**src/rtl/stdp_weight_update.sv**
```systemverilog
// Online STDP learning stage: per-synapse pre traces plus one post trace drive
// saturating weight increments (LTP) and decrements (LTD), with a host write port.
module stdp_weight_update #(
    parameter int N_SYN     = 3,
    parameter int W_WIDTH   = 3,
    parameter int W_INIT    = 2,
    parameter int W_MAX     = 7,
    parameter int W_MIN     = 0,
    parameter int TRACE_LEN = 4,
    parameter int TR_WIDTH  = 3,
    localparam int A_WIDTH  = (N_SYN > 1) ? $clog2(N_SYN) : 1
) (
    input  logic                     clk,
    input  logic                     rst,
    input  logic                     learn_en,
    input  logic [N_SYN-1:0]         pre_spike,
    input  logic                     post_spike,
    input  logic                     wr_en,
    input  logic [A_WIDTH-1:0]       wr_addr,
    input  logic [W_WIDTH-1:0]       wr_data,
    output logic [N_SYN*W_WIDTH-1:0] weights,
    output logic [N_SYN-1:0]         w_changed
);
    localparam logic [TR_WIDTH-1:0] TRACE_START = TR_WIDTH'(TRACE_LEN);
    localparam logic [TR_WIDTH-1:0] TR_ONE      = TR_WIDTH'(1);
    localparam logic [W_WIDTH-1:0]  W_INIT_W    = W_WIDTH'(W_INIT);
    localparam logic [W_WIDTH:0]    W_MAX_X     = (W_WIDTH + 1)'(W_MAX);
    localparam logic [W_WIDTH:0]    W_MIN_X     = (W_WIDTH + 1)'(W_MIN);
    localparam logic [W_WIDTH:0]    W_ONE_X     = (W_WIDTH + 1)'(1);

    logic [TR_WIDTH-1:0] post_trace_q;
    logic [TR_WIDTH-1:0] post_trace_d;
    logic                post_active;

    always_comb begin
        post_trace_d = post_trace_q;
        if (post_spike) begin
            post_trace_d = TRACE_START;
        end else if (post_trace_q != '0) begin
            post_trace_d = post_trace_q - TR_ONE;
        end
    end

    always_ff @(posedge clk) begin
        if (rst) begin
            post_trace_q <= '0;
        end else begin
            post_trace_q <= post_trace_d;
        end
    end

    // Rules use the pre-edge trace, so a spike never pairs with itself.
    assign post_active = (post_trace_q != '0);

    genvar gi;
    generate
        for (gi = 0; gi < N_SYN; gi++) begin : g_syn
            logic [TR_WIDTH-1:0] pre_trace_q;
            logic [TR_WIDTH-1:0] pre_trace_d;
            logic [W_WIDTH-1:0]  weight_q;
            logic [W_WIDTH-1:0]  weight_d;
            logic [W_WIDTH:0]    w_ext;
            logic [W_WIDTH:0]    w_stdp;
            logic                changed_q;
            logic                ltp;
            logic                ltd;
            logic                wr_hit;

            assign ltp    = learn_en & post_spike & (pre_trace_q != '0);
            assign ltd    = learn_en & pre_spike[gi] & post_active;
            assign wr_hit = wr_en & (wr_addr == A_WIDTH'(gi));
            assign w_ext  = {1'b0, weight_q};

            always_comb begin
                pre_trace_d = pre_trace_q;
                if (pre_spike[gi]) begin
                    pre_trace_d = TRACE_START;
                end else if (pre_trace_q != '0) begin
                    pre_trace_d = pre_trace_q - TR_ONE;
                end
            end

            // Widened arithmetic keeps saturation exact even for host-written values outside [W_MIN, W_MAX].
            always_comb begin
                w_stdp = w_ext;
                if (ltp && !ltd) begin
                    w_stdp = (w_ext >= W_MAX_X) ? W_MAX_X : (w_ext + W_ONE_X);
                end else if (ltd && !ltp) begin
                    w_stdp = (w_ext <= W_MIN_X) ? W_MIN_X : (w_ext - W_ONE_X);
                end
            end

            assign weight_d = wr_hit ? wr_data : w_stdp[W_WIDTH-1:0];

            always_ff @(posedge clk) begin
                if (rst) begin
                    pre_trace_q <= '0;
                    weight_q    <= W_INIT_W;
                    changed_q   <= 1'b0;
                end else begin
                    pre_trace_q <= pre_trace_d;
                    weight_q    <= weight_d;
                    changed_q   <= (weight_d != weight_q);
                end
            end

            assign weights[gi*W_WIDTH +: W_WIDTH] = weight_q;
            assign w_changed[gi]                  = changed_q;
        end
    endgenerate

endmodule

```
**config.mk**
```make
export PLATFORM = sky130hd
export DESIGN_NAME = stdp_weight_update
export DESIGN_NICKNAME = d
export VERILOG_FILES = /design/src/rtl/stdp_weight_update.sv
export SDC_FILE = /design/constraint.sdc
export NUM_CORES = 1
export LEC_CHECK = 0
export CORE_UTILIZATION = 44
export CTS_CLUSTER_DIAMETER = 40
export DETAILED_ROUTE_END_ITERATION = 7
export GPL_TIMING_DRIVEN = 0
export PLACE_DENSITY = 0.78
export SLEW_MARGIN = 20
export SYNTH_ARGS = -nofsm -noshare
export SYNTH_HDL_FRONTEND = slang
export SYNTH_SLANG_ARGS = --single-unit
```
**constraint.sdc**
```tcl
create_clock -name clk -period 2.2 [get_ports clk]
set_input_delay 0.44 -clock clk [delete_from_list [all_inputs] [get_ports clk]]
set_output_delay 0.44 -clock clk [all_outputs]
set_load 0.05 [all_outputs]
```
Yosys cells after proc, flatten, opt, wreduce, memory -nomap -nowiden --
Index checks and enable logic that the tools add are counted.
Word-level totals: bits in registers 24, input port bits 13, output and inout port bits 12, logic and storage cells 96
Operators by class: add/subtract/negate cells 10, $lt $le $gt $ge 6, equality and inequality tests 5, mux-type cells 23, bitwise operators 13, reduce and logical (&&, ||, !) cells 25
Operators by type and width (count):
- $mux 3 | 23
- $sub 3x1->3 const B | 7
- $and 1x1->1 | 13
- $reduce_bool 3->1 | 4
- $add 3x1->3 const B | 3
- $ge 3x3->1 const B | 3
- $le 3x1->1 const B | 3
- $ne 3x3->1 | 3
- $reduce_bool 2->1 | 4
- $reduce_or 2->1 | 4
- $logic_and 1x1->1 | 6
- $logic_not 1->1 | 6
- $eq 2x1->1 const B | 1
- $eq 2x2->1 const B | 1
- $logic_not 2->1 | 1

Longest topological paths before layout --
Gate-level depths: netlist of the first run.
depth in word-level cells 8, depth in mapped cells 10, mapped depth without buffers 9

Least setup slack after synthesis of the first run --
Ideal clock, no wire load.
path kind reg2reg, start point reg g_syn[2].weight_q[0], end point reg g_syn[2].changed_q, setup time 133 ps, data arrival time 2083 ps, path slack -15 ps, cell stages (with the launch flop) 9, buffers on the path 0, cell sequence dfxtp_1 -> ha_1 -> ha_1 -> a31oi_1 -> nor2b_1 -> a41oi_1 -> o21ai_0 -> a221oi_1 -> a31oi_1
On the way: longest elaborated chain between the ends 6, elaborated cells on any way between the ends 10, those cells by class 2 x add/sub; 2 x order compare; 1 x eq/ne; 5 x mux
RTL lines:
- start, declared | RTL line 60 | logic [W_WIDTH-1:0] weight_q;
- start signal, assigned | RTL line 102 | weight_q <= weight_d;
- $sub 3x1->3 / $le 3x1->1 (equally long branches) | RTL line 89 | w_stdp = (w_ext <= W_MIN_X) ? W_MIN_X : (w_ext - W_ONE_X);
- $mux 3 | RTL line 89
- $mux 3 | RTL line 88 | end else if (ltd && !ltp) begin
- $mux 3 | RTL line 86 | if (ltp && !ltd) begin
- $mux 3 | RTL line 93 | assign weight_d = wr_hit ? wr_data : w_stdp[W_WIDTH-1:0];
- $ne 3x3->1 (*) | RTL line 103 | changed_q <= (weight_d != weight_q);
- end signal, assigned | RTL line 103
- end, declared | RTL line 64 | logic changed_q;
Every way passes the cells marked *; elsewhere a longest branch is shown, timed or not. A chain may end at the register's enable or synchronous reset.

Final worst setup path of the first run --
start point reg g_syn[1].weight_q[2], end point out weights[5]
RTL lines:
- start, declared | RTL line 60
- start signal, assigned | RTL line 102
- end, declared | RTL line 21 | output logic [N_SYN*W_WIDTH-1:0] weights,
No word-level cell between the ends.

==> impl_metrics.csv, run 1 <==
group,metric,value,unit
placement,place_hpwl,3220,um
detailed_routing,num_vias,1772,
power_and_ir_drop,clock_power_share,0.251,
floorplanning,die_h,68.5,um
setup_path,end_kind,"output port",
placement,gp_congestion,0.882,
synthesis,synth_area_leaders,"dfxtp_1 (25%), ha_1 (15%), a21oi_1 (6.2%)",
global_route,grt_max_degree,15,
clock_network,holdBufCountCts,0,
timing,finalSetupTns,0,ns
power_and_ir_drop,p_per_area,662,nW/um^2
synthesis,syn_inst,237,
run_status,status,"finished, final reports clean",
power_and_ir_drop,irDropWorstVdd,0.000252,V
finish,final_core_util,0.586,
timing,period_minus_slack,2.08,ns
floorplanning,die_w,68.5,um
synthesis,yosysMostFrequentCell,"inv_1",
flow_run,cap_violations,0,
setup_path,cpPeakStageDelay,0.86,ns
detailed_routing,drtIter0Drc,87,
placement,portBuffers,24,
clock_network,cts_root_buf,"clkbuf_8",
detailed_routing,drc,0,
setup_path,path_max_fanout,7,
global_route,grt_pass1_vias,1713,
power_and_ir_drop,cellLeakagePower,0.00101,uW
global_route,grt_overflow,0,
synthesis,avgSynthCellArea,8.21,sq um
clock_network,clock-sinks,24,
min_path,min_path_type,"reg -> reg",
timing,maxSlewViolCount,0,
detailed_routing,routed_wl,4440,um
finish,area_growth,23.9,%
global_route,grtUsageTotal,0.199,
setup_path,cp_cell_sequence,"clkdlybuf4s50_1",
power_and_ir_drop,power_frac_comb,0.413,
synthesis,async_flop_share,0,
power_and_ir_drop,p_sw_frac,0.366,
timing,fmax,480,MHz
synthesis,syn_area,1950,sq um
power_and_ir_drop,power_switching,584,uW
timing,fin_skew,0.00268,ns
clock_network,clkSlewWorstSetupHoldPaths,0.09,ns
floorplanning,ios,25,
synthesis,seq_area_frac_synth,0.247,
clock_network,cts_tree,"yes",
finish,multi_input_area,1350,sq um
detailed_routing,drtPass1Iterations,4,
power_and_ir_drop,internal-power,1010,uW
finish,layout-drive-gt1-share,0.150,
clock_network,clkLatencyLatePin,0.27,ns
power_and_ir_drop,p_seq_frac,0.336,
setup_path,worstPathBufferInverterCount,1,
setup_path,path_delay_family,"buffers and inverters",
timing,fin_crit_sh,0.947,
floorplanning,num_rows,23,
setup_path,crit_required,1.76,ns
floorplanning,core_area,4120,sq um
timing,setup_viol,0,
synthesis,synth_top_area_frac,0.247,
synthesis,yosys_warnings,0,
detailed_routing,avgRoutedWirePerCell,14.0,um
setup_path,cp-start-kind,"register",
clock_network,cts_buffer_depth,2,
synthesis,synth_cell_types,52,
clock_network,cts.htree.levels,1,
floorplanning,dieArea,4690,sq um
synthesis,synth-edff-count,0,
synthesis,syn_nets,274,
synthesis,synthFlopType,"dfxtp_1",
detailed_routing,ant_nets,0,
timing,hold_viol,0,
synthesis,synth_largest_area_cell,"dfxtp_1",
clock_network,cts-buffers-inserted,3,
synthesis,synth_common_cells,"inv_1 (29), a21oi_1 (24), dfxtp_1 (24), ha_1 (24)",
timing,slew_headroom,0.642,
setup_path,crit_type,"reg -> out",
synthesis,ys_ff_latch,24,
timing,timing.hold.ws,0.508,ns
detailed_routing,via_per_inst,5.59,
finish,num-fill-cells,376,
finish,n_antenna_cell,0,
global_route,antenna_found_initial,0,
finish,nets,305,
floorplanning,initial_core_util,0.473,
timing,worst_slew_pin_slew,0.537,ns
setup_path,crit_arrival,1.64,ns
setup_path,cpMaxStageDelayCell,"clkdlybuf4s50_1",
global_route,grt_pass1_wl,7130,um
finish,seq_area,484,sq um
==> sequential cells by signal, summed over array words and instances (netlist names) <==
name / cells
g_syn.changed_q: 3
g_syn.pre_trace_q: 9
g_syn.weight_q: 9
post_trace_q: 3
==> metrics by stage <==
stage               cells  setup slack [ns]  power [uW]  cell area, sq um
finish                317             0.117        1600              2410
global route          317          -0.00135        1690              2410
CTS                   315            0.0122        1570              2350
detailed placement    311            -0.223        1160              2250
global placement      311            -0.204        1150              2250
floorplan             237            0.0364         995              1950
==> worst register-to-register path: cells and delay by family (launching register included) <==
family	cells	cell delay [ns]
AOI/OAI and AO/OA	3	0.56
DFF	1	0.38
and+or+nand+nor	3	0.60
adders and majority gates	2	0.41
==> metal layers <==
layer  vias to the layer above  part of all wire  wire length (um)  global-route usage
li1                        903                 -                 -                   -
met1                       828              0.47              2080               0.246
met2                        37              0.49              2170               0.347
met3                         4             0.034               151              0.0280
met4                         0            0.0086                38              0.0755
met5                         -                 0                 0                   0
==> what timing repair did <==
| item | in CTS | in global routing |
|---|---|---|
| resized for setup | 5 | 14 |
| pin swaps | 3 | 5 |
| endpoints found under the setup margin | 3 | 3 |
| setup buffers | 0 | 3 |
==> worst paths after layout <==
check,from,to,slack (ns),cells after the start
setup / recovery,g_syn[1].weight_q[2],weights[5],0.12,1
hold reg to reg,g_syn[1].pre_trace_q[1],g_syn[1].pre_trace_q[1],0.51,2
hold / removal,g_syn[1].pre_trace_q[1],g_syn[1].pre_trace_q[1],0.51,2
setup reg to reg,g_syn[2].weight_q[0],g_syn[2].changed_q,0.12,8
==> layout by cell type, fill, tap and decap left out, types with 2 or more instances in the layout <==
cell type | synthesis | final
xnor2_1 | 5 | 5
dfxtp_2 | 0 | 3
inv_1 | 29 | 29
mux2i_1 | 6 | 6
nand2b_1 | 3 | 2
a211oi_1 | 3 | 3
nor2_1 | 11 | 11
a2111oi_0 | 3 | 3
dfxtp_1 | 24 | 21
nor3_1 | 9 | 9
nor3b_1 | 3 | 3
ha_1 | 24 | 22
o21ai_0 | 9 | 8
clkbuf_1 | 3 | 3
clkbuf_8 | 0 | 3
a31oi_1 | 5 | 5
nor2b_1 | 4 | 4
a221oi_1 | 4 | 2
a41oi_1 | 3 | 3
nand3b_1 | 2 | 2
buf_4 | 3 | 7
nand2b_4 | 3 | 3
and2_4 | 2 | 2
nand2_1 | 11 | 11
nand3_1 | 5 | 4
clkdlybuf4s50_1 | 0 | 23
o21ai_2 | 0 | 2
or3_1 | 5 | 5
buf_6 | 3 | 2
a221oi_2 | 0 | 2
nand2b_2 | 1 | 2
a21oi_1 | 24 | 24
o21bai_1 | 2 | 2
==> cell type report <==
| type | count | area share |
|---|---|---|
| multi-input cells | 172 | 0.559 |
| clock buffers | 3 | 0.0171 |
| inverters | 30 | 0.0467 |
| well taps | 50 | 0.0259 |
| flip-flops and latches | 24 | 0.201 |
| repair buffers | 27 | 0.110 |
| plain buffers | 10 | 0.0285 |
| clock inverters | 1 | 0.0124 |
==> cells by family after synthesis <==
family	share of synthesized area
AND/OR/NAND/NOR	0.204
adder cells (fa/ha/maj)	0.154
XOR/XNOR	0.0270
multiplexers	0.0308
AO/OA/AOI/OAI	0.239
flip-flops	0.247
buffers and inverters	0.0977
==> power by group through the flow <==
stage,logic [uW],registers [uW],clock network (uW)
finish,660,536,400
global route,728,545,420
CTS,635,534,400
detailed placement,620,544,0
global placement,603,543,0
floorplan,399,596,0
Power figures use the tool's default switching activity.
==> inputs of run 2 (changes only) <==
==> constraint.sdc (replaced) <==
create_clock -name clk -period 2.2 [get_ports clk]
set_input_delay 0.33 -clock clk [delete_from_list [all_inputs] [get_ports clk]]
set_output_delay 0.33 -clock clk [all_outputs]
set_load 0.05 [all_outputs]
==> run 2 against run 1 <==
Effect of this change: via count shrank 0.73%; critical path depth grew 7; flip-flop and latch count is the same; clock skew shrank 0.0016 ns; design area shrank 1.1%; non-clock buffer count shrank 1; combinational power shrank 2%; sequential power is essentially flat; power shrank 0.89%; hold slack is essentially flat; sequential share of layout area grew 0.23 points.
==> impl_metrics.csv, run 2 (same netlist as run 1, synthesis figures left out) <==
group,metric,value,unit
global_route,grt_max_degree,15,
floorplanning,core_area,4120,sq um
clock_network,clkSlewWorstSetupHoldPaths,0.09,ns
floorplanning,num_rows,23,
global_route,antenna_found_initial,0,
placement,gp_congestion,0.882,
clock_network,clkLatencyLatePin,0.27,ns
clock_network,holdBufCountCts,0,
finish,nets,304,
power_and_ir_drop,power,1580,uW
clock_network,cts.htree.levels,1,
placement,place_hpwl,3220,um
floorplanning,ios,25,
floorplanning,die_h,68.5,um
finish,instances_no_fill,316,
placement,place_inst,311,
timing,setup_viol,0,
min_path,whs_path_depth,2,
timing,slew_headroom,0.643,
clock_network,cts-buffers-inserted,3,
flow_run,cap_violations,0,
finish,top_regs,"g_syn.pre_trace_q: 9 flops, g_syn.weight_q: 9 flops",
finish,n_antenna_cell,0,
setup_path,crit_type,"reg -> reg",
power_and_ir_drop,p_per_area,663,nW/um^2
finish,layout-drive-gt1-share,0.143,
setup_path,end_kind,"register",
clock_network,cts_buffer_depth,2,
power_and_ir_drop,irDropWorstVdd,0.000247,V
setup_path,cp-start-kind,"register",
timing,period_minus_slack,2.07,ns
setup_path,path_max_fanout,9,
global_route,grtUsageTotal,0.199,
finish,final_common_cell,"inv_1",
setup_path,worstRegToRegCells,8,
timing,fmax,482,MHz
floorplanning,dieArea,4690,sq um
finish,area_growth,22.5,%
clock_network,cts_tree,"yes",
timing,fin_skew,0.00105,ns
detailed_routing,routed_wl,4300,um
floorplanning,initial_core_util,0.473,
clock_network,cts_root_buf,"clkbuf_8",
run_status,status,"finished, final reports clean",
detailed_routing,drc,0,
setup_path,crit_arrival,2.21,ns
timing,hold_viol,0,
detailed_routing,ant_nets,0,
timing,fin_crit_sh,0.943,
detailed_routing,drtPass1Iterations,4,
setup_path,crit_required,2.34,ns
clock_network,clock-sinks,24,
timing,grt_setup_unrepaired,"no",
finish,num-fill-cells,380,
placement,portBuffers,24,
floorplanning,die_w,68.5,um
finish,layout_common_cells,"inv_1 (29), a21oi_1 (24), clkdlybuf4s50_1 (24)",
timing,timing.final.ws_setup,0.126,ns
timing,maxSlewViolCount,0,
timing,finalSetupTns,0,ns
placement,dpl_worst_slack,-0.113,ns
global_route,grt_pass1_vias,1713,
detailed_routing,num_vias,1759,
detailed_routing,via_per_inst,5.57,
power_and_ir_drop,cellLeakagePower,0.000993,uW
global_route,grt_overflow,0,
global_route,grt_pass1_wl,7130,um
detailed_routing,drtIter0Drc,66,
timing,worst_slew_pin_slew,0.536,ns
min_path,min_path_type,"reg -> reg",
detailed_routing,avgRoutedWirePerCell,13.6,um
run 2: cell type report:
type	count	area [sq um]	share of cell area
multi-input cells	172	1330	0.559
flip-flops and latches	24	484	0.203
repair buffers	26	255	0.107
inverters	30	113	0.0472
plain buffers	10	66.3	0.0278
well taps	50	62.6	0.0262
clock buffers	3	41.3	0.0173
clock inverters	1	30.0	0.0126
run 2: power breakdown:
part / switching (uW) / total, uW / internal (uW)
logic: 371 / 650 / 279
clock network: 154 / 397 / 244
registers: 49.5 / 535 / 485
total: 574 / 1580 / 1010
run 2: final timing paths:
| check | slack (ns) | from | to |
|---|---|---|---|
| min | 0.51 | g_syn[1].pre_trace_q[1] | g_syn[1].pre_trace_q[1] |
| max | 0.13 | g_syn[2].weight_q[0] | g_syn[2].changed_q |
| max reg2reg | 0.13 | g_syn[2].weight_q[0] | g_syn[2].changed_q |
| min reg2reg | 0.51 | g_syn[1].pre_trace_q[1] | g_syn[1].pre_trace_q[1] |
run 2: routing by layer:
layer  vias up  global-route usage  share of wire
met5         -                   0              0
met4         0              0.0755         0.0060
met3         2              0.0280          0.023
met2        34               0.347           0.47
met1       821               0.246           0.50
li1        902                   -              -
run 2: critical path: stages (launching register included):
cell      delay, ns
dfxtp_2        0.38
ha_1           0.23
ha_1           0.18
a31oi_1        0.17
nor2b_1        0.22
nor3_1         0.06
or3_1          0.32
a221oi_2       0.26
a31oi_1        0.13
run 2: through the flow:
step            util  area, sq um  hold slack, ns
2_1_floorplan      -         1950           0.402
3_3_place_gp   0.547         2250           0.490
3_5_place_dp   0.547         2250           0.495
4_1_cts        0.570         2350           0.508
5_1_grt        0.580         2380           0.530
6_report       0.580         2380           0.508
run 2: what timing repair did:
action                                  in CTS  in global routing
pin swaps                                    3                  5
hold endpoints to repair                     0                  0
setup buffers                                0                  2
endpoints found under the setup margin       3                  3
gates resized for setup                      5                  9
==> inputs of run 3 (changes only) <==
- CTS_CLUSTER_DIAMETER: 40 -> 100
- SKIP_CTS_REPAIR_TIMING: not set -> 1
==> run 3 against run 2 <==
Effect of this change: via count grew 0.17%; hold slack hardly changed; sequential power about the same; sequential share of layout area did not move; die area is the same; combinational power about the same; critical path depth stayed put; fmax rose by 0.69%; global-route usage fell by 0.28 points; cell count is the same; critical path type unchanged; critical endpoint unchanged; core utilization unchanged.
==> impl_metrics.csv, run 3 (same netlist as run 1, synthesis figures left out) <==
group,metric,value,unit
floorplanning,ios,25,
setup_path,end_kind,"register",
finish,area_growth,22.5,%
finish,layout_common_cells,"inv_1 (29), a21oi_1 (24), clkdlybuf4s50_1 (24)",
clock_network,clkLatencyLatePin,0.27,ns
min_path,min_path_type,"reg -> reg",
finish,top_regs,"g_syn.pre_trace_q: 9 flops, g_syn.weight_q: 9 flops",
run_status,status,"finished, final reports clean",
global_route,grt_pass1_vias,1685,
timing,hold_viol,0,
power_and_ir_drop,cellLeakagePower,0.000993,uW
setup_path,crit_required,2.34,ns
setup_path,cpMaxStageDelayCell,"dfxtp_2",
floorplanning,die_w,68.5,um
setup_path,crit_type,"reg -> reg",
placement,gp_congestion,0.882,
global_route,grtUsageTotal,0.196,
clock_network,cts-buffers-inserted,3,
detailed_routing,wl_met2,2040,um
finish,nets,304,
timing,finalSetupTns,0,ns
timing,fin_skew,0.00267,ns
detailed_routing,via_per_inst,5.58,
setup_path,crit_arrival,2.20,ns
detailed_routing,top_layer,"met4",
global_route,grt_overflow,0,
detailed_routing,dr_wl_met3,125,um
floorplanning,die_h,68.5,um
placement,dpl-instance-area,2250,sq um
global_route,antenna_found_initial,0,
flow_run,cap_violations,0,
setup_path,r2r_slack,0.14,ns
placement,portBuffers,24,
detailed_routing,drc,0,
detailed_routing,drtPass1Iterations,4,
floorplanning,num_rows,23,
clock_network,cts_root_buf,"clkbuf_8",
timing,worst_slew_pin_slew,0.531,ns
clock_network,clock-sinks,24,
power_and_ir_drop,irDropWorstVdd,0.000245,V
setup_path,path_max_fanout,9,
setup_path,cp_cell_sequence,"ha_1, ha_1, a31oi_1, nor2b_1, nor3_1, or3_1, a221oi_2, a31oi_1",
clock_network,cts_tree,"yes",
floorplanning,dieArea,4690,sq um
floorplanning,initial_core_util,0.473,
placement,place_hpwl,3220,um
timing,period_minus_slack,2.06,ns
finish,fin_area,2380,sq um
clock_network,cts_buffer_depth,2,
setup_path,worstPathBufferInverterCount,0,
detailed_routing,drtIter0Drc,93,
global_route,grt_max_degree,15,
finish,layout-drive-gt1-share,0.143,
floorplanning,core_area,4120,sq um
clock_network,cts.htree.levels,1,
clock_network,clkSlewWorstSetupHoldPaths,0.09,ns
setup_path,path_delay_family,"simple AND/OR/NAND/NOR gates",
setup_path,cp-start-kind,"register",
power_and_ir_drop,p_per_area,663,nW/um^2
global_route,grt_pass1_wl,7020,um
detailed_routing,num_vias,1762,
finish,n_antenna_cell,0,
timing,grt_setup_unrepaired,"no",
timing,slew_headroom,0.646,
detailed_routing,ant_nets,0,
timing,setup_viol,0,
detailed_routing,routed_wl,4270,um
finish,final_common_cell,"inv_1",
timing,fin_crit_sh,0.936,
timing,maxSlewViolCount,0,
setup_path,cpPeakStageDelay,0.38,ns
detailed_routing,wirelength_met1,2070,um
detailed_routing,avgRoutedWirePerCell,13.5,um
timing,fmax,485,MHz
[run 3: power by group]
group          internal (uW)  switching, uW  leakage, uW
clock                    244            154    0.0000357
combinational            279            370     0.000758
sequential               485           49.1     0.000199
total                   1010            573     0.000993
[run 3: layer usage]
| metal | up-vias | global-route usage |
|---|---|---|
| met4 | 0 | 0.0703 |
| met2 | 39 | 0.343 |
| li1 | 901 | - |
| met5 | - | 0 |
| met1 | 820 | 0.246 |
| met3 | 2 | 0.0230 |
[run 3: final timing paths]
kind                                start                       to  cells after the start
setup / recovery     g_syn[2].weight_q[0]       g_syn[2].changed_q                      8
hold / removal    g_syn[1].pre_trace_q[1]  g_syn[1].pre_trace_q[1]                      2
setup reg to reg     g_syn[2].weight_q[0]       g_syn[2].changed_q                      8
hold reg to reg   g_syn[1].pre_trace_q[1]  g_syn[1].pre_trace_q[1]                      2
[run 3: per-stage QoR]
stage	utilization	instances	worst slack (ns)	hold slack (ns)	total power, uW
after floorplan	-	237	0.0364	0.402	995
after global placement	0.547	311	-0.0943	0.490	1150
after detailed placement	0.547	311	-0.113	0.495	1160
after CTS	0.564	315	-0.0979	0.508	1560
after global routing	0.580	316	0.0178	0.530	1680
final	0.580	316	0.140	0.508	1580
[run 3: worst register-to-register path, stage by stage, from the launching register on]
cell	delay [ns]
dfxtp_2	0.38
ha_1	0.23
ha_1	0.18
a31oi_1	0.17
nor2b_1	0.22
nor3_1	0.06
or3_1	0.32
a221oi_2	0.26
a31oi_1	0.13
[run 3: area by class of cell]
class / instances / area, sq um
Buffer: 10 / 66.3
Fill cell: 378 / 1730
Inverter: 30 / 113
Tap cell: 50 / 62.6
Sequential cell: 24 / 484
Timing Repair Buffer: 26 / 255
Clock inverter: 1 / 30.0
Clock buffer: 3 / 41.3
Multi-Input combinational cell: 172 / 1330
